===== config.mk =====
export PLATFORM = sky130hd
export DESIGN_NAME = spi_txn_arbiter
export DESIGN_NICKNAME = d
export VERILOG_FILES = /design/src/rtl/spi_ctrl_pkg.sv /design/src/rtl/spi_txn_arbiter_rr.sv /design/src/rtl/spi_txn_arbiter.sv
export SDC_FILE = /design/constraint.sdc
export NUM_CORES = 1
export LEC_CHECK = 0
export BUFFER_PORTS_ARGS = -buffer_cell sky130_fd_sc_hd__buf_2
export CORE_MARGIN = 5
export CORE_UTILIZATION = 53
export DETAILED_ROUTE_END_ITERATION = 8
export PLACE_DENSITY = 0.87
export SYNTH_ARGS = -nofsm -noshare
export SYNTH_HDL_FRONTEND = slang
export SYNTH_SLANG_ARGS = --single-unit

===== constraint.sdc =====
create_clock -name i_clk -period 4.62 [get_ports i_clk]
set_input_delay 0.231 -clock i_clk [delete_from_list [all_inputs] [get_ports i_clk]]
set_output_delay 0.231 -clock i_clk [all_outputs]
set_load 0.05 [all_outputs]

===== src/rtl/spi_ctrl_pkg.sv =====
// Shared types and helpers for the SPI transaction arbiter.
// Holds the controller state encoding, bus widths and a one-hot decoder.
package spi_ctrl_pkg;

    localparam int SLAVE_W = 3;
    localparam int BYTE_W  = 8;

    typedef enum logic [2:0] {
        ST_IDLE    = 3'd0,
        ST_SEND    = 3'd1,
        ST_WAIT_RX = 3'd2,
        ST_DONE    = 3'd3,
        ST_ERR     = 3'd4
    } state_t;

    // Index of the set bit in a one-hot vector of up to eight requesters.
    function automatic logic [2:0] onehot_to_idx(input logic [7:0] oh);
        logic [2:0] idx;
        idx = '0;
        for (int i = 0; i < 8; i++) begin
            if (oh[i]) begin
                idx = 3'(i);
            end
        end
        return idx;
    endfunction

endpackage


===== src/rtl/spi_txn_arbiter_rr.sv =====
// Combinational round-robin pick: first requester at or after ptr, wrapping.
// The pointer register is owned by the caller.
module rr_arbiter
    import spi_ctrl_pkg::*;
#(
    parameter int NUM_REQ = 4,
    parameter int IDX_W   = 2
) (
    input  logic [NUM_REQ-1:0] req,
    input  logic [IDX_W-1:0]   ptr,
    output logic [NUM_REQ-1:0] grant,
    output logic [IDX_W-1:0]   idx
);

    logic [IDX_W-1:0] k;

    always_comb begin
        grant = '0;
        k     = '0;
        for (int i = 0; i < NUM_REQ; i++) begin
            k = IDX_W'((int'(ptr) + i) % NUM_REQ);
            if (grant == '0 && req[k]) begin
                grant[k] = 1'b1;
            end
        end
        idx = IDX_W'(onehot_to_idx(8'(grant)));
    end

endmodule


===== src/rtl/spi_txn_arbiter.sv =====
// Shares one spi_master byte interface among NUM_REQ clients, running one
// multi-byte transaction at a time with a single byte outstanding at the master.
module spi_txn_arbiter
    import spi_ctrl_pkg::*;
#(
    parameter int NUM_REQ        = 4,
    parameter int LEN_W          = 8,
    parameter int TIMEOUT_CYCLES = 1024
) (
    input  logic                       i_clk,
    input  logic                       i_rst,
    input  logic [NUM_REQ-1:0]         i_req,
    input  logic [SLAVE_W*NUM_REQ-1:0] i_req_slave,
    input  logic [LEN_W*NUM_REQ-1:0]   i_req_len,
    input  logic [BYTE_W*NUM_REQ-1:0]  i_tx_byte,
    output logic [NUM_REQ-1:0]         o_grant,
    output logic [NUM_REQ-1:0]         o_tx_take,
    output logic [NUM_REQ-1:0]         o_rx_valid,
    output logic [BYTE_W-1:0]          o_rx_byte,
    output logic [NUM_REQ-1:0]         o_done,
    output logic [NUM_REQ-1:0]         o_err,
    output logic                       o_m_tx_data_valid,
    output logic [BYTE_W-1:0]          o_m_tx_data_byte,
    output logic [SLAVE_W-1:0]         o_m_slave_select,
    input  logic                       i_m_tx_ready,
    input  logic                       i_m_rx_data_valid,
    input  logic [BYTE_W-1:0]          i_m_rx_data_byte
);

    localparam int IDX_W = (NUM_REQ > 1) ? $clog2(NUM_REQ) : 1;
    localparam int TMO_W = $clog2(TIMEOUT_CYCLES) + 1;

    logic [BYTE_W-1:0]  tx_bytes  [NUM_REQ];
    logic [SLAVE_W-1:0] req_slave [NUM_REQ];
    logic [LEN_W-1:0]   req_len   [NUM_REQ];

    generate
        for (genvar gi = 0; gi < NUM_REQ; gi++) begin : g_unpack
            assign tx_bytes[gi]  = i_tx_byte[BYTE_W*gi +: BYTE_W];
            assign req_slave[gi] = i_req_slave[SLAVE_W*gi +: SLAVE_W];
            assign req_len[gi]   = i_req_len[LEN_W*gi +: LEN_W];
        end
    endgenerate

    state_t             state_reg, state_next;
    logic [IDX_W-1:0]   rr_ptr_reg;
    logic [NUM_REQ-1:0] grant_reg;
    logic [IDX_W-1:0]   idx_reg;
    logic [SLAVE_W-1:0] slave_reg;
    logic [LEN_W-1:0]   rem_reg;
    logic [TMO_W-1:0]   tmo_reg;
    logic [BYTE_W-1:0]  rx_byte_reg;
    logic [NUM_REQ-1:0] rx_valid_reg;

    logic [NUM_REQ-1:0] arb_grant;
    logic [IDX_W-1:0]   arb_idx;

    rr_arbiter #(
        .NUM_REQ (NUM_REQ),
        .IDX_W   (IDX_W)
    ) u_rr (
        .req   (i_req),
        .ptr   (rr_ptr_reg),
        .grant (arb_grant),
        .idx   (arb_idx)
    );

    always_ff @(posedge i_clk) begin
        if (i_rst) begin
            state_reg    <= ST_IDLE;
            rr_ptr_reg   <= '0;
            grant_reg    <= '0;
            idx_reg      <= '0;
            slave_reg    <= '0;
            rem_reg      <= '0;
            tmo_reg      <= '0;
            rx_byte_reg  <= '0;
            rx_valid_reg <= '0;
        end else begin
            state_reg    <= state_next;
            rx_valid_reg <= '0;
            case (state_reg)
                ST_IDLE: begin
                    // Slave and length are captured here only; later changes are ignored.
                    if (|i_req) begin
                        grant_reg <= arb_grant;
                        idx_reg   <= arb_idx;
                        slave_reg <= req_slave[arb_idx];
                        rem_reg   <= req_len[arb_idx];
                    end
                end
                ST_SEND: begin
                    if (i_m_tx_ready) begin
                        rem_reg <= rem_reg - 1'b1;
                        tmo_reg <= '0;
                    end
                end
                ST_WAIT_RX: begin
                    if (i_m_rx_data_valid) begin
                        rx_byte_reg  <= i_m_rx_data_byte;
                        rx_valid_reg <= grant_reg;
                    end else begin
                        tmo_reg <= tmo_reg + 1'b1;
                    end
                end
                ST_DONE, ST_ERR: begin
                    grant_reg  <= '0;
                    rr_ptr_reg <= (idx_reg == IDX_W'(NUM_REQ - 1)) ? '0 : idx_reg + 1'b1;
                end
                default: ;
            endcase
        end
    end

    always_comb begin
        state_next        = state_reg;
        o_grant           = '0;
        o_tx_take         = '0;
        o_done            = '0;
        o_err             = '0;
        o_m_tx_data_valid = 1'b0;
        o_m_tx_data_byte  = '0;
        case (state_reg)
            ST_IDLE: begin
                if (|i_req) begin
                    state_next = (req_len[arb_idx] == '0) ? ST_DONE : ST_SEND;
                end
            end
            ST_SEND: begin
                o_grant = grant_reg;
                if (i_m_tx_ready) begin
                    o_m_tx_data_valid = 1'b1;
                    o_m_tx_data_byte  = tx_bytes[idx_reg];
                    o_tx_take         = grant_reg;
                    state_next        = ST_WAIT_RX;
                end
            end
            ST_WAIT_RX: begin
                o_grant = grant_reg;
                if (i_m_rx_data_valid) begin
                    state_next = (rem_reg == '0) ? ST_DONE : ST_SEND;
                end else if (tmo_reg == TMO_W'(TIMEOUT_CYCLES - 1)) begin
                    state_next = ST_ERR;
                end
            end
            ST_DONE: begin
                o_done     = grant_reg;
                state_next = ST_IDLE;
            end
            ST_ERR: begin
                o_err      = grant_reg;
                state_next = ST_IDLE;
            end
            default: state_next = ST_IDLE;
        endcase
    end

    assign o_rx_valid       = rx_valid_reg;
    assign o_rx_byte        = rx_byte_reg;
    assign o_m_slave_select = slave_reg;

endmodule


# After elaboration in Yosys (flattened, before gate mapping)
# Cells that the tools add are included.
# totals
ff_bits	45
inputBits	92
output_inout_bits	40
elab_cells	125
# classes
n_addsub	6
order_cmp	10
n_eq_ne	10
muxes	57
bitwise_logic	7
reduce_logical	26
# ops
cell	n
2-to-1 mux 8 bit	8
2-to-1 mux 4 bit	10
binary-select mux 8 bit (select 2 bit)	2
2-to-1 mux 11 bit	2
one-hot mux 11 bit (2 select lines)	1
2-to-1 mux 3 bit	6
zero test 8 bit	2
one-hot mux 8 bit (2 select lines)	1
zero test 4 bit	3
< comparator 2 x 3 -> 1 bit, second input constant	4
bitwise OR 4 bit	3
adder 11 x 1 -> 11 bit, second input constant	1
equality test 11 x 10 -> 1 bit, second input constant	1
2-to-1 mux 1 bit	11
2-to-1 mux 2 bit	5
one-hot mux 3 bit (3 select lines)	1
AND reduction 3 bit	3
binary-select mux 1 bit (select 2 bit)	4
demux 1 bit (select 2 bit)	4
greater-or-equal comparator 2 x 1 -> 1 bit, second input constant	4
one-hot mux 4 bit (2 select lines)	1
subtractor 8 x 1 -> 8 bit, second input constant	1
logical AND 1 bit	7
binary-select mux 3 bit (select 2 bit)	1
17 further kinds	30

# Depth between registers and ports, before layout
# Gate-level depths: netlist (run 1).
# logic_depth
depth_word	25
depth_mapped	15
depth_no_buf	11

# By module
# Synthesis (run 1) repeated with hierarchy kept, for this count alone.
# unflattened
cells_unflattened	358
area_unflattened_um2	3310.7
# modules_own_cells
module	n_inst	cells_each	area_each_um2	seq_area_each_um2
spi_txn_arbiter	1	305	2780.2	900.9
rr_arbiter	1	53	530.5	0.0

# Least setup slack after synthesis (run 1)
# No wires, ideal clock.
# synth_timing
path_type	register to register
start	register rr_ptr_reg[0]
end	register state_reg[1]
setup_time_ps	116
arrival_time_ps	2886
t_required_ps	4504
path_slack_ps	1617
stages_incl_launch_ff	15
path_buffers	3
synth_period_minus_slack_ps	3003
path_cell_list	dfxtp_1 buf_6 inv_1 ha_1 mux4_2 nor2b_4 a22o_1 a31o_1 a41o_1 buf_6 buf_8 mux2i_1 a211oi_2 nor4_2 a41o_1
# synth_between
elab_chain_cells	25
elab_cells_between_ends	55
classes_between	add/sub: 3; order compare: 8; mux: 29; bitwise: 4; reduce/logical: 11
# synth_rtl
item	line	rtl
start, declared	spi_txn_arbiter.sv:46	logic [IDX_W-1:0] rr_ptr_reg;
start signal, assigned	spi_txn_arbiter.sv:108	rr_ptr_reg <= (idx_reg == IDX_W'(NUM_REQ - 1)) ? '0 : idx_reg + 1'b1;
branches (longest 13 deep; another with < comparator 2 x 3 -> 1 bit)	-	
2-to-1 mux 4 bit (*)	spi_txn_arbiter_rr.sv:22	if (grant == '0 && req[k]) begin
2-to-1 mux 1 bit	spi_ctrl_pkg.sv:21	if (oh[i]) begin
2-to-1 mux 2 bit	spi_ctrl_pkg.sv:21	
2-to-1 mux 2 bit (*)	spi_ctrl_pkg.sv:21	
inverter 2 -> 3 bit (implied by the code) (*)	spi_txn_arbiter.sv:126	state_next = (req_len[arb_idx] == '0) ? ST_DONE : ST_SEND;
binary-select mux 8 bit (select 2 bit) (*)	spi_txn_arbiter.sv:126	
2-to-1 mux 8 bit (implied by the code) (*) (2 in series)	spi_txn_arbiter.sv:126	
zero test 8 bit (*)	spi_txn_arbiter.sv:126	
2-to-1 mux 2 bit (*)	spi_txn_arbiter.sv:126	
2-to-1 mux 3 bit (*)	spi_txn_arbiter.sv:125	if (|i_req) begin
one-hot mux 3 bit (3 select lines) (*)	spi_txn_arbiter.sv:123	case (state_reg)
end signal, assigned	spi_txn_arbiter.sv:80	state_reg <= state_next;
end, declared	spi_txn_arbiter.sv:45	state_t state_reg, state_next;
# Every way passes the cells marked *. The select of a mux whose other input is x is not followed.
# A chain may end at the register's enable or synchronous reset.

# Worst setup path after layout (run 1)
# Ends and elaborated chain as after synthesis.

==> results of run 1 <==
## report_power, final
group	switching, W	total [W]	internal, W
clock	0.000148	0.000258	0.000109
sequential	0.000109	0.000578	0.000469
combinational	0.000638	0.00105	0.000410
## layout by cell type, fill, tap and decap left out, types with 3 or more instances in the layout
cell and n:
nor2b_1 6, nand3_1 6, mux2i_1 17, a22oi_1 6
nor2_1 49, a21oi_1 33, buf_2 131, inv_1 5
nor3_1 9, clkbuf_8 5, and2_1 17, nor3b_1 3
xnor2_1 4, o221ai_1 3, nand4_1 3, o21ai_0 18
o31ai_1 3, and2_2 3, o22ai_1 3, ha_1 9
a211oi_1 13, nor4_1 5, or3b_2 3, dfxtp_1 45
mux4_2 10, and3_1 13, nand2b_1 3, buf_4 4
nand2_1 38, xor2_1 5
## path summary, 6_finish.rpt
check | start | endpoint | slack, ps | cells past startpoint
setup / recovery | rr_ptr_reg[0]$_SDFFE_PP0P_ | state_reg[1]$_SDFFE_PP0P_ | 780 | 11
hold / removal | i_m_rx_data_byte[5] | o_rx_byte[5]$_SDFFE_PP0P_ | 150 | 3
hold reg to reg | o_rx_byte[0]$_SDFFE_PP0P_ | o_rx_byte[0]$_SDFFE_PP0P_ | 460 | 2
setup reg to reg | rr_ptr_reg[0]$_SDFFE_PP0P_ | state_reg[1]$_SDFFE_PP0P_ | 780 | 11
## layout make-up
class,instances,area [um2]
clock buffer,5,68.8
clock inverter,3,25.0
fill,501,1940
inverter,6,22.5
multi-input combinational,311,2110
sequential,45,901
tap,75,93.8
timing repair buffer,135,686
## logic make-up (layout without fill, tap and decap cells)
kind of cell,count (synthesis),count (layout),share of synthesized area
AND/OR/NAND/NOR,167,167,0.267
AO/OA/AOI/OAI,96,96,0.193
flip-flops,45,45,0.284
multiplexers,30,30,0.145
buffers and inverters,28,149,0.0497
adder cells (fa/ha/maj),9,9,0.0355
XOR/XNOR,9,9,0.0249
## layer usage
layer / global-route usage / vias up
met3: 0.0464 / 14
li1: - / 1638
met4: 0.0753 / 0
met2: 0.439 / 151
met1: 0.291 / 1515
met5: 0 / -
## stage by stage
stage / total power [W] / hold WS (ps) / worst slack, ps / instance area [um2] / std cells
after global placement: 0.00160 / 439 / 1030 / 3820 / 572
final: 0.00188 / 145 / 780 / 3910 / 580
after global routing: 0.00202 / 149 / 470 / 3910 / 580
after CTS: 0.00188 / 138 / 818 / 3910 / 580
after detailed placement: 0.00163 / 446 / 836 / 3820 / 572
after floorplan: 0.00140 / 367 / 1620 / 3170 / 384
## worst max-delay path: stages, from the launching register on
cell      delay, ps
dfxtp_1         620
inv_1           180
ha_1            360
o21ai_0         340
o22ai_1         150
o21ai_0         210
and2_2          240
a41o_1          650
mux2i_1         160
a211oi_1        460
nor4_2          110
a41o_1          250
==> impl_metrics.yaml, run 1 <==
power:
  cellPowerDensity_nw_per_um2: 482
  power_leakage_nw: 1.77
  vdd_drop_max_uv: 323
setup_path:
  start_kind: "flip-flop"
  end_kind: "flip-flop"
  crit_required_ps: 4830
  worst-path-max-fanout: 13
  cp.arrival_ps: 4050
  worst-setup-path-type: "flip-flop to flip-flop"
synthesis:
  yosys-top-cells-area: "dfxtp_1 (28%), mux4_2 (7.1%), nor2_1 (5.8%), mux2i_1 (5.4%), a21oi_1 (5.2%)"
  synth_edf_count: 0
  ys_ff_latch: 45
  yosysMostFrequentCell: "nor2_1"
  yosysUniqueCellTypes: 57
  async_flop_share: 0
  synth_flop_cell: "dfxtp_1"
  syn-num-nets: 485
  ys_top_cells_by_count: "nor2_1 (49), dfxtp_1 (45), nand2_1 (38)"
  syn_inst: 384
  synth_top_area_cell: "dfxtp_1"
  seq_area_frac_synth: 0.284
  synth_top_area_frac: 0.284
  yosys_warnings: 0
  syn_area_um2: 3170
  post_synth.cell_area_avg_um2: 8.25
timing:
  rsz0062_at_grt: "false"
  tightest_slew_ps: 927
  slew_headroom: 0.381
  finalHoldViolations: 0
  period_share: 0.831
  fmax_mhz: 260
  period_needed_ps: 3840
  finalMaxSlewViolations: 0
  setup_viol: 0
  fin_worst_skew_ps: 9.56
  setup-tns-final_ps: 0
clock_tree:
  ctsHoldBuffers: 0
  ctsResizeCount: 0
  cts_tree: "done"
  ctsHtreeMaxLevel: 2
  ctsRootBufferMaster: "clkbuf_8"
  cts_buffers: 5
  clkLatencyLatePin_ps: 310
  path_clk_slew_ps: 90
  clk_path_buf_depth: 2
  clock-sinks: 45
  postCtsSetupBuffers: 0
global_routing:
  grt_pass1_vias: 3250
  antenna_found_initial: 0
  grt_max_degree: 34
  grt_pass1_wl_um: 14900
  grt_use_total: 0.244
  grt_overflow: 0
detailed_routing:
  routed-wl-met3_um: 850
  via_per_inst: 5.72
  m1WireLength_um: 3590
  drtIter0Drc: 236
  wirelength_um: 9100
  dr.pass1.iters: 4
  wl_met2_um: 4490
  drc: 0
  antenna_left: 0
  via_count: 3318
  wl_per_cell_um: 15.7
  top_layer_used: "met4"
floorplanning:
  initial_utilization: 0.542
  ios: 132
  die_area_um2: 7630
  fp.dieW_um: 87.3
  fp.coreArea_um2: 5850
  die_h_um: 87.3
  core.rowCount: 28
cells_and_area:
  antenna-diode-count: 0
  largest_register_ffs: 11
  area_delta_synth_final_pct: 23.4
  final_util: 0.669
  drive_above_1_share: 0.337
  nNetsFinal: 605
worst_hold_path:
  hold_class: "input port to flip-flop"
run_status:
  status: "completed"
placement:
  dpl.hpwl_um: 7100
  gp_congestion: 0.919
  port_buffers: 131
run:
  max-cap-violations: 0
(Power assumes the default switching activity.)
==> inputs of run 2 (changes only) <==
--- a/config.mk
+++ b/config.mk
@@ -5,11 +5,12 @@
 export SDC_FILE = /design/constraint.sdc
 export NUM_CORES = 1
 export LEC_CHECK = 0
+export ABC_AREA = 1
 export BUFFER_PORTS_ARGS = -buffer_cell sky130_fd_sc_hd__buf_2
 export CORE_MARGIN = 5
-export CORE_UTILIZATION = 53
+export CORE_UTILIZATION = 49
 export DETAILED_ROUTE_END_ITERATION = 8
-export PLACE_DENSITY = 0.87
+export PLACE_DENSITY = 0.81
 export SYNTH_ARGS = -nofsm -noshare
 export SYNTH_HDL_FRONTEND = slang
 export SYNTH_SLANG_ARGS = --single-unit
==> constraint.sdc (replaced) <==
create_clock -name i_clk -period 3.6 [get_ports i_clk]
set_input_delay 0.18 -clock i_clk [delete_from_list [all_inputs] [get_ports i_clk]]
set_output_delay 0.18 -clock i_clk [all_outputs]
set_load 0.05 [all_outputs]
==> run 2 against run 1 <==
Worst setup slack lost 410 ps. Design area increased by 3.6%. Register-to-register slack worse by 410 ps. Via count grew 13%. Fmax rose by 19%. Total power grew 60%. Non-clock buffer count is 1 lower. Clock skew increased by 2.5 ps. Largest cell class unchanged. Flip-flop and latch count unchanged.
==> impl_metrics.yaml, run 2 <==
run_status:
  status: "completed"
cells_and_area:
  area_delta_synth_final_pct: 25.6
  antenna-diode-count: 0
  fillers: 599
  ff_latch_area_um2: 903
  multi_input_area_um2: 1990
  layout_common_cells: "buf_2 (131), nor2_1 (114), nand2_1 (95), inv_1 (63), o21ai_0 (48)"
  largest_register_ffs: 11
  drive_above_1_share: 0.275
  layout.cells.most_common: "buf_2"
  nNetsFinal: 755
setup_path:
  worst-path-max-fanout: 9
  end_kind: "flip-flop"
  worst-setup-path-type: "flip-flop to flip-flop"
  cp.arrival_ps: 3470
  crit_required_ps: 3840
  critical-path-max-stage-delay_ps: 440
  r2r_cells: 28
  reg2reg_slack_ps: 370
  crit_top_cell: "nand2_1"
  r2r_end: "state_reg[1]$_SDFFE_PP0P_"
  r2r_start: "rr_ptr_reg[0]$_SDFFE_PP0P_"
  start_kind: "flip-flop"
  cpMaxStageDelayCell: "dfxtp_2"
synthesis:
  yosysUniqueCellTypes: 46
  synthSimpleGateAreaFrac: 0.379
  synth_top_area_frac: 0.279
  post_synth.cell_area_avg_um2: 6.11
  ys_ff_latch: 45
  synth_top_area_cell: "dfxtp_1"
  syn_inst: 528
  yosysMostFrequentCell: "nor2_1"
  synth_top_family_by_area: "simple AND/OR/NAND/NOR gates"
  synth_compound_area_frac: 0.184
  synth_flop_cell: "dfxtp_1"
  synth_fa_ha_area_frac: 0.0349
  synthMuxAreaShare: 0
  synth_edf_count: 0
  async_flop_share: 0
  yosys_warnings: 0
  yosys-top-cells-area: "dfxtp_1 (28%), nor2_1 (13%), nand2_1 (11%), o21ai_0 (7.4%), inv_1 (7.3%)"
  syn-num-nets: 629
  syn_area_um2: 3230
  ys_top_cells_by_count: "nor2_1 (114), nand2_1 (96), inv_1 (63)"
  synth_xor_area_frac: 0.0136
  seq_area_frac_synth: 0.279
global_routing:
  grt_use_total: 0.221
  antenna_found_initial: 0
  grt_overflow: 0
  grt_pass1_wl_um: 15900
  grt_max_degree: 21
  grt_pass1_vias: 3546
clock_tree:
  cts_tree: "done"
  ctsHtreeMaxLevel: 2
  clk_path_buf_depth: 2
  cts_buffers: 5
  ctsHoldBuffers: 0
  clkLatencyLatePin_ps: 300
  ctsRootBufferMaster: "clkbuf_8"
  path_clk_slew_ps: 100
  clock-sinks: 45
timing:
  finalMaxSlewViolations: 0
  slew_headroom: 0.590
  period_needed_ps: 3230
  setup_viol: 0
  finalHoldViolations: 0
  setup-tns-final_ps: 0
  tightest_slew_ps: 614
  fin_worst_skew_ps: 12.1
  fmax_mhz: 310
  period_share: 0.897
  whs_ps: 125
  rsz0062_at_grt: "false"
power:
  vdd_drop_max_uv: 381
  cellPowerDensity_nw_per_um2: 743
  power_leakage_nw: 2.08
worst_hold_path:
  hold_path_depth: 3
  hold_end: "o_rx_byte[1]$_SDFFE_PP0P_"
  hp-start: "i_m_rx_data_byte[1]"
  hold_class: "input port to flip-flop"
detailed_routing:
  drc: 0
  via_per_inst: 5.12
  drtIter0Drc: 182
  antenna_left: 0
  via_count: 3747
  wl_per_cell_um: 13.1
  wirelength_um: 9600
  dr.pass1.iters: 4
floorplanning:
  die_area_um2: 8310
  ios: 132
  core.rowCount: 29
  die_h_um: 91.2
  initial_utilization: 0.505
  fp.coreArea_um2: 6390
  fp.dieW_um: 91.2
placement:
  port_buffers: 131
  gp_congestion: 0.969
  dpl.hpwl_um: 7690
run:
  max-cap-violations: 0
## run 2: where the power goes
group	switching [W]	internal, W
Combinational	0.00129	0.000618
Sequential	0.000106	0.000599
Clock	0.000185	0.000212
Total	0.00158	0.00143
## run 2: kinds of logic (layout without fill, tap and decap cells)
family | after synthesis | after routing
AO/OA/AOI/OAI | 105 | 105
XOR/XNOR | 5 | 5
adder cells (fa/ha/maj) | 9 | 9
buffers and inverters | 86 | 213
flip-flops | 45 | 45
AND/OR/NAND/NOR | 278 | 278
## run 2: layout make-up
type	count	area share
timing repair buffer	134	0.167
clock buffer	5	0.0170
tap	77	0.0238
clock inverter	3	0.0117
multi-input combinational	397	0.491
sequential	45	0.223
inverter	71	0.0664
## run 2: worst max-delay path, delay by kind of cell (launching register included)
| family | cells | cell delay [ps] |
|---|---|---|
| compound gates | 1 | 100 |
| fa+ha+maj | 1 | 330 |
| buf+inv | 5 | 490 |
| flops | 1 | 440 |
| simple gates | 21 | 1820 |
## run 2: stage by stage
step                setup WS [ps]  instance area (um2)  cells  utilization  total power [W]
floorplan                     585                 3230    528            -          0.00222
global placement              406                 3920    724        0.613          0.00255
detailed placement            201                 3920    724        0.613          0.00259
CTS                           153                 4030    732        0.632          0.00299
global route                 20.6                 4050    732        0.635          0.00329
finish                        370                 4050    732        0.635          0.00301
## run 2: worst max-delay path by stage
| stage | startpoint | endpoint |
|---|---|---|
| global route | rr_ptr_reg[0]$_SDFFE_PP0P_ | state_reg[1]$_SDFFE_PP0P_ |
| global placement | rr_ptr_reg[0]$_SDFFE_PP0P_ | state_reg[1]$_SDFFE_PP0P_ |
| finish | rr_ptr_reg[0]$_SDFFE_PP0P_ | state_reg[1]$_SDFFE_PP0P_ |
| floorplan | state_reg[0]$_SDFFE_PP0P_ | o_m_tx_data_byte[1] |
| detailed placement | rr_ptr_reg[0]$_SDFFE_PP0P_ | state_reg[1]$_SDFFE_PP0P_ |
| CTS | rr_ptr_reg[0]$_SDFFE_PP0P_ | state_reg[1]$_SDFFE_PP0P_ |
## run 2: metal layers
metal / share of wire / track usage / vias to the layer above
met2: 0.53 / 0.404 / 82
met1: 0.42 / 0.271 / 1718
met5: 0 / 0 / -
met4: 0.0099 / 0.0452 / 0
li1: - / - / 1937
met3: 0.046 / 0.0380 / 10
## run 2: timing repair
action,CTS,global route
endpoints found under the setup margin,0,5
setup buffers,0,0
resized for setup,0,5
